`config.mk`:
```
export PLATFORM = sky130hd
export DESIGN_NAME = uart_tx_scheduler
export DESIGN_NICKNAME = d
export VERILOG_FILES = /design/src/rtl/uart_tx_scheduler.sv
export SDC_FILE = /design/constraint.sdc
export NUM_CORES = 1
export LEC_CHECK = 0
export CAP_MARGIN = 5
export CORE_UTILIZATION = 39
export DETAILED_ROUTE_END_ITERATION = 10
export DONT_BUFFER_PORTS = 1
export PLACE_DENSITY = 0.64
export SLEW_MARGIN = 20
export SYNTH_ARGS = -nofsm -noshare
export SYNTH_HDL_FRONTEND = slang
export SYNTH_SLANG_ARGS = --single-unit
```
`constraint.sdc`:
```
create_clock -name CLK_I -period 8.1 [get_ports CLK_I]
set_clock_uncertainty 0.15 [all_clocks]
set_input_delay 2.025 -clock CLK_I [delete_from_list [all_inputs] [get_ports CLK_I]]
set_output_delay 2.025 -clock CLK_I [all_outputs]
set_load 0.02 [all_outputs]
```
`src/rtl/uart_tx_scheduler.sv`:
```
// Purpose : arbitrates one UART transmitter between a queued command source and a one-entry data source.
// Latency : a request stored at edge E0 is granted at E1; TX_WRITE_O is high after E1 (idle-to-TX 2 cycles).
// Backpres: TX_WRITE_O/TX_DATA_O hold in SEND until TX_READY_I; DATA_READY_O / CMD_READY_O stall producers.
//
// Ports:
//   CLK_I, RST_I                     clock, asynchronous active-high reset
//   DATA_WRITE_I, DATA_I, DATA_READY_O   data byte request into the one-entry holding register
//   CMD_SEND_I, CMD_I, CMD_READY_O       command byte request into the command FIFO
//   CMD_LEVEL_O, CMD_OVERFLOW_O, CLR_OVERFLOW_I   FIFO occupancy and sticky drop flag with clear
//   TX_READY_I, TX_WRITE_O, TX_DATA_O, TX_IS_CMD_O   write handshake toward the UART
//   BUSY_O                           scheduler is not idle
module uart_tx_scheduler #(
    parameter int CMD_DEPTH    = 4,
    parameter int STARVE_LIMIT = 4
) (
    input  logic                         CLK_I,
    input  logic                         RST_I,
    input  logic                         DATA_WRITE_I,
    input  logic [7:0]                   DATA_I,
    output logic                         DATA_READY_O,
    input  logic                         CMD_SEND_I,
    input  logic [7:0]                   CMD_I,
    output logic                         CMD_READY_O,
    output logic [$clog2(CMD_DEPTH):0]   CMD_LEVEL_O,
    output logic                         CMD_OVERFLOW_O,
    input  logic                         CLR_OVERFLOW_I,
    input  logic                         TX_READY_I,
    output logic                         TX_WRITE_O,
    output logic [7:0]                   TX_DATA_O,
    output logic                         TX_IS_CMD_O,
    output logic                         BUSY_O
);

    localparam int AW = $clog2(CMD_DEPTH);
    localparam int LW = AW + 1;
    localparam int SW = $clog2(STARVE_LIMIT + 1);
    localparam logic [LW-1:0] FULL_LVL   = LW'(CMD_DEPTH);
    localparam logic [SW-1:0] STREAK_MAX = SW'(STARVE_LIMIT);

    typedef enum logic [1:0] {
        ST_IDLE,
        ST_SEND,
        ST_GAP
    } state_t;

    state_t          state, state_nxt;

    logic            data_full;
    logic [7:0]      data_hold;
    logic [7:0]      cmd_mem [CMD_DEPTH];
    logic [AW-1:0]   wr_ptr, rd_ptr;
    logic [LW-1:0]   cmd_cnt;
    logic [SW-1:0]   streak;
    logic            overflow;
    logic            tx_write;
    logic [7:0]      tx_data;
    logic            tx_is_cmd;

    logic            cmd_full, cmd_push, data_push;
    logic            grant_cmd, grant_data, tx_accept;

    // Readiness comes from the current count only, so a push into a full
    // FIFO is dropped even if the same edge pops an entry.
    assign cmd_full  = (cmd_cnt == FULL_LVL);
    assign cmd_push  = CMD_SEND_I && !cmd_full;
    assign data_push = DATA_WRITE_I && !data_full;

    // ---------------- FSM ----------------
    always_ff @(posedge CLK_I or posedge RST_I) begin
        if (RST_I) state <= ST_IDLE;
        else       state <= state_nxt;
    end

    always_comb begin
        state_nxt  = state;
        grant_cmd  = 1'b0;
        grant_data = 1'b0;
        tx_accept  = 1'b0;
        case (state)
            ST_IDLE: begin
                // Commands win unless the streak limit has been reached while data waits.
                if (data_full && (cmd_cnt == '0 || streak == STREAK_MAX))
                    grant_data = 1'b1;
                else if (cmd_cnt != '0)
                    grant_cmd = 1'b1;
                if (grant_data || grant_cmd)
                    state_nxt = ST_SEND;
            end
            ST_SEND: begin
                // TX_WRITE_O is always high in SEND, so TX_READY_I alone completes the transfer.
                if (TX_READY_I) begin
                    tx_accept = 1'b1;
                    state_nxt = ST_GAP;
                end
            end
            ST_GAP:  state_nxt = ST_IDLE;
            default: state_nxt = ST_IDLE;
        endcase
    end

    // ---------------- data holding register ----------------
    always_ff @(posedge CLK_I or posedge RST_I) begin
        if (RST_I) begin
            data_full <= 1'b0;
            data_hold <= 8'h00;
        end else if (grant_data) begin
            data_full <= 1'b0;
        end else if (data_push) begin
            data_full <= 1'b1;
            data_hold <= DATA_I;
        end
    end

    // ---------------- command FIFO ----------------
    always_ff @(posedge CLK_I) begin
        if (cmd_push) cmd_mem[wr_ptr] <= CMD_I;
    end

    always_ff @(posedge CLK_I or posedge RST_I) begin
        if (RST_I) begin
            wr_ptr  <= '0;
            rd_ptr  <= '0;
            cmd_cnt <= '0;
        end else begin
            if (cmd_push)  wr_ptr <= wr_ptr + 1'b1;
            if (grant_cmd) rd_ptr <= rd_ptr + 1'b1;
            case ({cmd_push, grant_cmd})
                2'b10:   cmd_cnt <= cmd_cnt + 1'b1;
                2'b01:   cmd_cnt <= cmd_cnt - 1'b1;
                default: cmd_cnt <= cmd_cnt;
            endcase
        end
    end

    // Sticky drop flag; a new drop in the same cycle as a clear keeps it set.
    always_ff @(posedge CLK_I or posedge RST_I) begin
        if (RST_I)                      overflow <= 1'b0;
        else if (CMD_SEND_I && cmd_full) overflow <= 1'b1;
        else if (CLR_OVERFLOW_I)        overflow <= 1'b0;
    end

    // ---------------- starvation streak ----------------
    always_ff @(posedge CLK_I or posedge RST_I) begin
        if (RST_I) begin
            streak <= '0;
        end else if (state == ST_IDLE) begin
            if (grant_data || !data_full)
                streak <= '0;
            else if (grant_cmd && streak != STREAK_MAX)
                streak <= streak + 1'b1;
        end
    end

    // ---------------- UART write port ----------------
    always_ff @(posedge CLK_I or posedge RST_I) begin
        if (RST_I) begin
            tx_write  <= 1'b0;
            tx_data   <= 8'h00;
            tx_is_cmd <= 1'b0;
        end else if (grant_cmd) begin
            tx_write  <= 1'b1;
            tx_data   <= cmd_mem[rd_ptr];
            tx_is_cmd <= 1'b1;
        end else if (grant_data) begin
            tx_write  <= 1'b1;
            tx_data   <= data_hold;
            tx_is_cmd <= 1'b0;
        end else if (tx_accept) begin
            tx_write  <= 1'b0;
        end
    end

    assign DATA_READY_O   = !data_full;
    assign CMD_READY_O    = !cmd_full;
    assign CMD_LEVEL_O    = cmd_cnt;
    assign CMD_OVERFLOW_O = overflow;
    assign TX_WRITE_O     = tx_write;
    assign TX_DATA_O      = tx_data;
    assign TX_IS_CMD_O    = tx_is_cmd;
    assign BUSY_O         = (state != ST_IDLE);

endmodule

```
# [Word level (Yosys, flattened, before mapping)]
# Memories as Yosys holds them, arrays and structs flattened.
# Cells that the tools add are included.
[word_totals] regBits=32 mem_bits_rw=32 inputBits=22 out_inout_bits=17 word_cells=77 mem_count=1
[mem_list] memory="cmd_mem" words=4 width=8 rd=1 rd_clocked_by_memory_dff=0 wr=1 line="50" text="logic [7:0] cmd_mem [CMD_DEPTH];"
[op_classes] add_sub_neg=5 eq_ne=8 mux=28 bitwise=1 reduce_logical=23
[op_table] operator="$mux W1" n=20
[op_table] operator="$mux W8" n=2
[op_table] operator="$reduce_bool A2 Y1" n=6
[op_table] operator="$add A3 B1 Y3 const B" n=2
[op_table] operator="$eq A3 B3 Y1 const B" n=2
[op_table] operator="$mux W3" n=2
[op_table] operator="$pmux W3 S2" n=1
[op_table] operator="$reduce_and A2 Y1" n=3
[op_table] operator="$reduce_bool A3 Y1" n=2
[op_table] operator="$logic_and A1 B1 Y1" n=5
[op_table] operator="$add A2 B1 Y2 const B" n=2
[op_table] operator="$eq A2 B1 Y1 const B" n=2
[op_table] operator="$mux W2" n=2
[op_table] operator="$ne A2 B2 Y1 const B" n=2
[op_table] operator="$pmux W2 S2" n=1
[op_table] operator="$logic_not A3 Y1" n=1
[op_table] operator="$logic_or A1 B1 Y1" n=3
[op_table] operator="$ne A3 B3 Y1 const B" n=1
[op_table] operator="$sub A3 B1 Y3 const B" n=1
[op_table] operator="$eq A2 B2 Y1 const B" n=1
[op_table] operator="$logic_not A1 Y1" n=2
[op_table] operator="$logic_not A2 Y1" n=1
[op_table] operator="$not A1 Y1" n=1

# [Logic depth before layout (Yosys ltp)]
# Gate-level depths: netlist (run 1).
[depth] depth_word=9 mapped_depth=11

# [Worst setup path before layout (run 1)]
# OpenSTA, ideal clock, no wires.
[synth_path] path_kind="input-to-reg" from="in CMD_SEND_I" to="reg cmd_cnt[2] (netlist: CMD_LEVEL_O[2])" setup_time_ps=136 t_arrival_ps=3198 path_slack_ps=4616 cell_stages=8 n_path_buf=0 path_cell_list="a21boi_1 inv_1 ha_1 inv_1 fa_1 xor2_1 nor2_1 xor2_1"
[synth_between] elab_chain_len=3 word_cells_on_any_way=5 cone_classes="eq/ne: 2; mux: 1; reduce/logical: 2"
[synth_rtl] element="from (decl)" line="21" text="input logic CMD_SEND_I,"
[synth_rtl] element="$logic_and A1 B1 Y1 *" line="65" text="assign cmd_push = CMD_SEND_I && !cmd_full;"
[synth_rtl] element="$eq A2 B1 Y1 or $eq A2 B2 Y1 (tied branches)" line="127" text="case ({cmd_push, grant_cmd})"
[synth_rtl] element="$pmux W3 S2 or $reduce_bool A2 Y1 (tied branches)"
[synth_rtl] element="to (signal assigned)" line="128" text="2'b10: cmd_cnt <= cmd_cnt + 1'b1;"
[synth_rtl] element="to (signal assigned)" line="129" text="2'b01: cmd_cnt <= cmd_cnt - 1'b1;"
[synth_rtl] element="to (signal assigned)" line="130" text="default: cmd_cnt <= cmd_cnt;"
[synth_rtl] element="to (decl)" line="52" text="logic [LW-1:0] cmd_cnt;"
# Every way passes the cells marked *; elsewhere a longest branch is shown, timed or not.
# A chain may end at the register's enable or synchronous reset.

# [Final worst setup path (run 1)]
[layout_path] from="reg state[1]" to="out BUSY_O"
[layout_between] elab_chain_len=1
[layout_rtl] element="from (decl)" line="46" text="state_t state, state_nxt;"
[layout_rtl] element="from (signal assigned)" line="71" text="else state <= state_nxt;"
[layout_rtl] element="$reduce_bool A2 Y1" line="180" text="assign BUSY_O = (state != ST_IDLE);"
[layout_rtl] element="to (decl)" line="31" text="output logic BUSY_O"
# No other way between the ends.

==> results of run 1 <==
[flip-flops by register name (all words and copies together), names as in the netlist]
name	flops
CMD_LEVEL_O	3
CMD_OVERFLOW_O	1
TX_DATA_O	8
TX_IS_CMD_O	1
TX_WRITE_O	1
cmd_mem	32
data_full	1
data_hold	8
rd_ptr	2
state	2
streak	3
wr_ptr	2
[cell usage after synthesis, drive strengths merged, types with 2 or more instances]
library cell and number:
xnor2 3, ha 7, edfxtp 32, and2 5, buf 6, o21ai 22, inv 24, xor2 3
o311ai 8, nor2 4, o22ai 2, nand2 14, mux4 8, clkbuf 4, dfrtp 32, nand3 11
[final timing paths]
kind	start	to	slack (ns)
min reg2reg	streak[0]$_DFFE_PP0P_	streak[0]$_DFFE_PP0P_	0.38
max in group asynchronous	RST_I	data_hold[4]$_DFFE_PP0P_	5.99
max	state[1]$_DFFE_PP0P_	BUSY_O	4.54
min in group asynchronous	RST_I	state[1]$_DFFE_PP0P_	1.51
max reg2reg	streak[0]$_DFFE_PP0P_	CMD_LEVEL_O[2]$_DFFE_PP0P_	5.06
min	streak[0]$_DFFE_PP0P_	streak[0]$_DFFE_PP0P_	0.38
[routing by layer]
metal | vias up | track usage
li1 | 703 | -
met1 | 738 | 0.186
met2 | 36 | 0.239
met3 | 7 | 0.0669
met4 | 0 | 0.0909
met5 | - | 0
[worst register-to-register path, cell delays in order, from the launching register on]
cell and delay (ns):
dfrtp_1 0.39, inv_1 0.06, ha_1 0.23, a311oi_4 0.59, and2_4 0.44, ha_1 0.25
inv_1 0.06, fa_1 0.38, xor2_1 0.16, nor2_1 0.06, xor2_1 0.13
[metrics by stage]
step	instances	hold slack, ns	setup WS, ns
floorplan	198	0.335	4.62
global placement	285	0.358	4.45
detailed placement	285	0.372	4.42
CTS	301	0.382	4.51
global route	301	0.426	4.45
finish	301	0.385	4.54
[layout make-up]
| cell class | instances | area [um2] | share of cell area |
|---|---|---|---|
| well taps | 96 | 120 | 0.0384 |
| inverters | 24 | 90.1 | 0.0288 |
| multi-input cells | 100 | 935 | 0.299 |
| clock buffers | 10 | 128 | 0.0408 |
| repair buffers | 1 | 7.51 | 0.00240 |
| clock inverters | 6 | 83.8 | 0.0268 |
| flip-flops and latches | 64 | 1760 | 0.564 |
[cells by family (layout without fill, tap and decap cells)]
| logic type | after synthesis | in the layout | synth area share |
|---|---|---|---|
| xor+xnor | 6 | 6 | 0.0210 |
| compound gates | 38 | 38 | 0.133 |
| flops | 64 | 64 | 0.616 |
| buf+inv | 34 | 41 | 0.0569 |
| simple gates | 39 | 39 | 0.0678 |
| mux | 9 | 9 | 0.0670 |
| fa+ha+maj | 8 | 8 | 0.0376 |
[power by group through the flow]
stage                     sequential, uW  clock [uW]  combinational (uW)
after floorplan                      552           0                 451
after global placement               602           0                 460
after CTS                            602         298                 475
final                                598         292                 465
after detailed placement             609           0                 474
after global routing                 616         312                 520
==> flow_metrics.env, run 1 <==
export IMPL_status="complete, no violations"
export IMPL_max_slew_margin=0.337
export IMPL_drv_slew=0
export IMPL_cp_num_buf_inv=1
export IMPL_vias_per_cell=4.93
export IMPL_crit_path_max_incr_delay_ns=0.42
export IMPL_syn_avg_cell_area_um2=14.4
export IMPL_fmax_ghz=0.281
export IMPL_core_um2=6940
export IMPL_dieHeight_um=87.6
export IMPL_powerDensity_nw_per_um2=433
export IMPL_drive_above_1_share=0.176
export IMPL_ir_drop_mv=0.193
export IMPL_p_total_uw=1350
export IMPL_area_delta_synth_final_pct=9.32
export IMPL_cts_htree_levels=3
export IMPL_p_clk_frac=0.215
export IMPL_synth_async_sr_flop_share=0.500
export IMPL_path_cells="nor2_1, inv_1"
export IMPL_syn_nets=228
export IMPL_netlist_area_um2=2860
export IMPL_fin_area_um2=3130
export IMPL_fin_util=0.450
export IMPL_drt_total_wl_mm=5.16
export IMPL_cts_tree="built"
export IMPL_drt_initial_drc_count=135
export IMPL_leakage_uw=0.00119
export IMPL_holdBufCountCts=0
export IMPL_holdPathStages=1
export IMPL_dr_wl_met3_um=352
export IMPL_cts_setup_buffers=0
export IMPL_path_max_fanout=12
export IMPL_port_buffer_count=0
export IMPL_grt_pass1_wl_mm=8.45
export IMPL_dr_total_vias=1484
export IMPL_internal_power_uw=833
export IMPL_cts_resized=0
export IMPL_rows=30
export IMPL_fillers=624
export IMPL_dieArea_um2=7680
export IMPL_drt_pass1_iterations=4
export IMPL_synthFlopType="edfxtp_1"
export IMPL_crit_family="flip-flops"
export IMPL_routabilityCongestion=0.741
export IMPL_power_frac_comb=0.343
export IMPL_numCtsBuffers=9
export IMPL_min_path_type="register to register"
export IMPL_final_min_clock_period_ns=3.56
export IMPL_ant_nets=0
export IMPL_swShare=0.385
export IMPL_drc=0
export IMPL_ios=39
export IMPL_placed_cell_area_um2=2910
export IMPL_seq_power_share=0.441
export IMPL_root_buffer="clkbuf_8"
export IMPL_yosys_register_bits=64
export IMPL_layout_common_cells="32 x dfrtp_1, 32 x edfxtp_1, 24 x inv_1"
export IMPL_clock_sinks=64
export IMPL_p_switching_uw=522
export IMPL_routedWlPerCell_um=17.2
export IMPL_worstSetupPathType="register to output pin"
export IMPL_first_global_vias=1654
export IMPL_track_usage=0.157
export IMPL_clk_pin_slew_worst_paths_ns=0.07
export IMPL_min_period_over_period=0.440
export IMPL_fin_setup_tns_ns=0
export IMPL_hold_violations=0
export IMPL_synthCells=198
export IMPL_path_depth=2
export IMPL_max_cap_violations=0
export IMPL_synth_cell_types=35
export IMPL_worstSkewPairLatency_ns=0.34
export IMPL_antenna_found_initial=0
export IMPL_start_util=0.412
export IMPL_synth_warnings=0
export IMPL_cts_path_max_buffers=2
export IMPL_die_x_um=87.6
export IMPL_grt_max_degree=33
export IMPL_synth_edf_count=32
export IMPL_setup_viol=0
export IMPL_start_kind="register"
export IMPL_worstMarginPinSlew_ns=0.994
export IMPL_routed_top_layer="met4"
export IMPL_wl_met1_mm=2.13
export IMPL_nets=230
export IMPL_yosys_area_top_type="edfxtp_1"
export IMPL_crit_slowest_cell="dfrtp_1"
export IMPL_synth_seq_area_share=0.616
export IMPL_synth_top_area_frac=0.336
export IMPL_wl_met2_mm=2.56
export IMPL_worstSetupEndpointType="output pin"
export IMPL_rsz0062_at_grt="no"
export IMPL_grt_overflow=0
export IMPL_rr_worst_depth=10
export IMPL_synth_area_top_cells="edfxtp_1 34%, dfrtp_1 28%, o311ai_4 6.4%"
export IMPL_diodes=0
export IMPL_critPathRequiredTime_ns=5.93
export IMPL_dp_hpwl_mm=3.65
export IMPL_cp_arrival_ns=1.39
Note: power is estimated with default switching activity, not from simulation.
==> run 2: changes to the inputs <==
- clock period: 8.1 -> 3.55 ns (I/O delays scaled with it)
==> run 2 against run 1 <==
  * Critical path depth rose by 8
  * Design area fell by 0.72%
  * Worst hold slack got worse by 0.0088 ns
  * Non-clock buffer count rose by 3
  * Cell count rose by 1.0%
  * Sequential power rose by 130%
  * Sequential share of layout area rose by 0.41 points
  * Via count rose by 2.4%
  * Die area did not move
  * Largest cell class unchanged
  * First-iteration DRC count fell by 29%
  * Largest power group unchanged
==> flow_metrics.env, run 2 (synthesis gave the netlist of run 1 again) <==
export IMPL_status="complete, no violations"
export IMPL_nets=233
export IMPL_core_um2=6940
export IMPL_p_clk_frac=0.178
export IMPL_clk_pin_slew_worst_paths_ns=0.07
export IMPL_min_period_over_period=0.825
export IMPL_cp_arrival_ns=3.03
export IMPL_cts_setup_buffers=0
export IMPL_area_delta_synth_final_pct=8.53
export IMPL_cts_path_max_buffers=2
export IMPL_diodes=0
export IMPL_critPathRequiredTime_ns=3.65
export IMPL_min_path_type="input pin to async pin"
export IMPL_cts_htree_levels=3
export IMPL_drt_total_wl_mm=5.04
export IMPL_path_max_fanout=11
export IMPL_rows=30
export IMPL_final_min_clock_period_ns=2.93
export IMPL_drv_slew=0
export IMPL_start_util=0.412
export IMPL_routedWlPerCell_um=16.6
export IMPL_dr_total_vias=1520
export IMPL_worstSetupPathType="register to register"
export IMPL_cts_tree="built"
export IMPL_holdBufCountCts=0
export IMPL_first_global_vias=1569
export IMPL_antenna_found_initial=0
export IMPL_powerDensity_nw_per_um2=958
export IMPL_worstSkewPairLatency_ns=0.33
export IMPL_root_buffer="clkbuf_8"
export IMPL_grt_max_degree=33
export IMPL_dieHeight_um=87.6
export IMPL_port_buffer_count=0
export IMPL_fmax_ghz=0.341
export IMPL_worstMarginPinSlew_ns=0.717
export IMPL_ios=39
export IMPL_seq_power_share=0.458
export IMPL_dieArea_um2=7680
export IMPL_numCtsBuffers=9
export IMPL_worst_hold_slack_ns=0.376
export IMPL_swShare=0.396
export IMPL_leakage_uw=0.00119
export IMPL_worstSetupEndpointType="register"
export IMPL_cts_resized=0
export IMPL_dp_hpwl_mm=3.56
export IMPL_drc=0
export IMPL_max_cap_violations=0
export IMPL_die_x_um=87.6
export IMPL_grt_pass1_wl_mm=8.36
export IMPL_hold_violations=0
export IMPL_max_slew_margin=0.518
export IMPL_finalWorstSetupSlack_ns=0.621
export IMPL_drt_pass1_iterations=5
export IMPL_ir_drop_mv=0.494
export IMPL_p_switching_uw=1180
export IMPL_largest_register_ffs=32
export IMPL_p_total_uw=2970
export IMPL_start_kind="register"
export IMPL_layout_common_cells="32 x dfrtp_1, 32 x edfxtp_1, 24 x inv_1"
export IMPL_power_frac_comb=0.365
export IMPL_drive_above_1_share=0.183
export IMPL_setup_viol=0
export IMPL_clock_sinks=64
export IMPL_track_usage=0.152
export IMPL_rsz0062_at_grt="no"
export IMPL_fin_setup_tns_ns=0
export IMPL_dpl_worst_slack_ns=0.640
export IMPL_drt_initial_drc_count=96
export IMPL_largest_register="cmd_mem"
export IMPL_grt_overflow=0
export IMPL_rr_worst_depth=10
export IMPL_routabilityCongestion=0.773
export IMPL_vias_per_cell=5.00
export IMPL_ant_nets=0
export IMPL_internal_power_uw=1800
==> run 2: worst max-delay path, stage by stage, from the launching register on <==
cell and delay, ns:
dfrtp_1 0.39, inv_1 0.06, ha_1 0.23, a311oi_4 0.54
and2_4 0.41, ha_1 0.24, inv_1 0.06, fa_1 0.37
xor2_1 0.15, nor2_1 0.11, xor2_1 0.14
==> run 2: layout make-up <==
| cell class | instances | area [um2] |
|---|---|---|
| clock inverters | 3 | 17.5 |
| well taps | 96 | 120 |
| inverters | 24 | 90.1 |
| flip-flops and latches | 64 | 1760 |
| clock buffers | 13 | 149 |
| multi-input cells | 100 | 935 |
| repair buffers | 4 | 30.0 |
| fillers | 623 | 3840 |
==> run 2: power by group through the flow <==
stage | Combinational [uW] | Clock [uW] | Sequential (uW)
finish | 1080 | 528 | 1360
global route | 1200 | 572 | 1400
global placement | 1080 | 0 | 1380
floorplan | 1030 | 0 | 1260
CTS | 1100 | 542 | 1370
detailed placement | 1100 | 0 | 1380
==> run 2: worst paths after layout <==
kind	start	endpoint	slack, ns
worst max-delay path	streak[0]$_DFFE_PP0P_	CMD_LEVEL_O[2]$_DFFE_PP0P_	0.62
worst min-delay path	RST_I	data_full$_DFFE_PP0P_	0.38
worst max register to register	streak[0]$_DFFE_PP0P_	CMD_LEVEL_O[2]$_DFFE_PP0P_	0.62
worst min register to register	data_hold[2]$_DFFE_PP0P_	data_hold[2]$_DFFE_PP0P_	0.40
max in group asynchronous	RST_I	data_hold[5]$_DFFE_PP0P_	2.58
min in group CLK_I	data_hold[2]$_DFFE_PP0P_	data_hold[2]$_DFFE_PP0P_	0.40
==> run 2: metrics by stage <==
stage	cells	instance area, um2	utilization
after floorplan	198	2860	-
after global placement	288	2940	0.423
after detailed placement	288	2940	0.423
after CTS	304	3100	0.447
after global routing	304	3100	0.447
final	304	3100	0.447
==> run 2: layer usage <==
layer,vias up,part of all wire,global-route usage
met5,-,0,0
met4,0,0.012,0.0760
met3,6,0.073,0.0518
met2,53,0.48,0.225
met1,742,0.44,0.200
li1,719,-,-
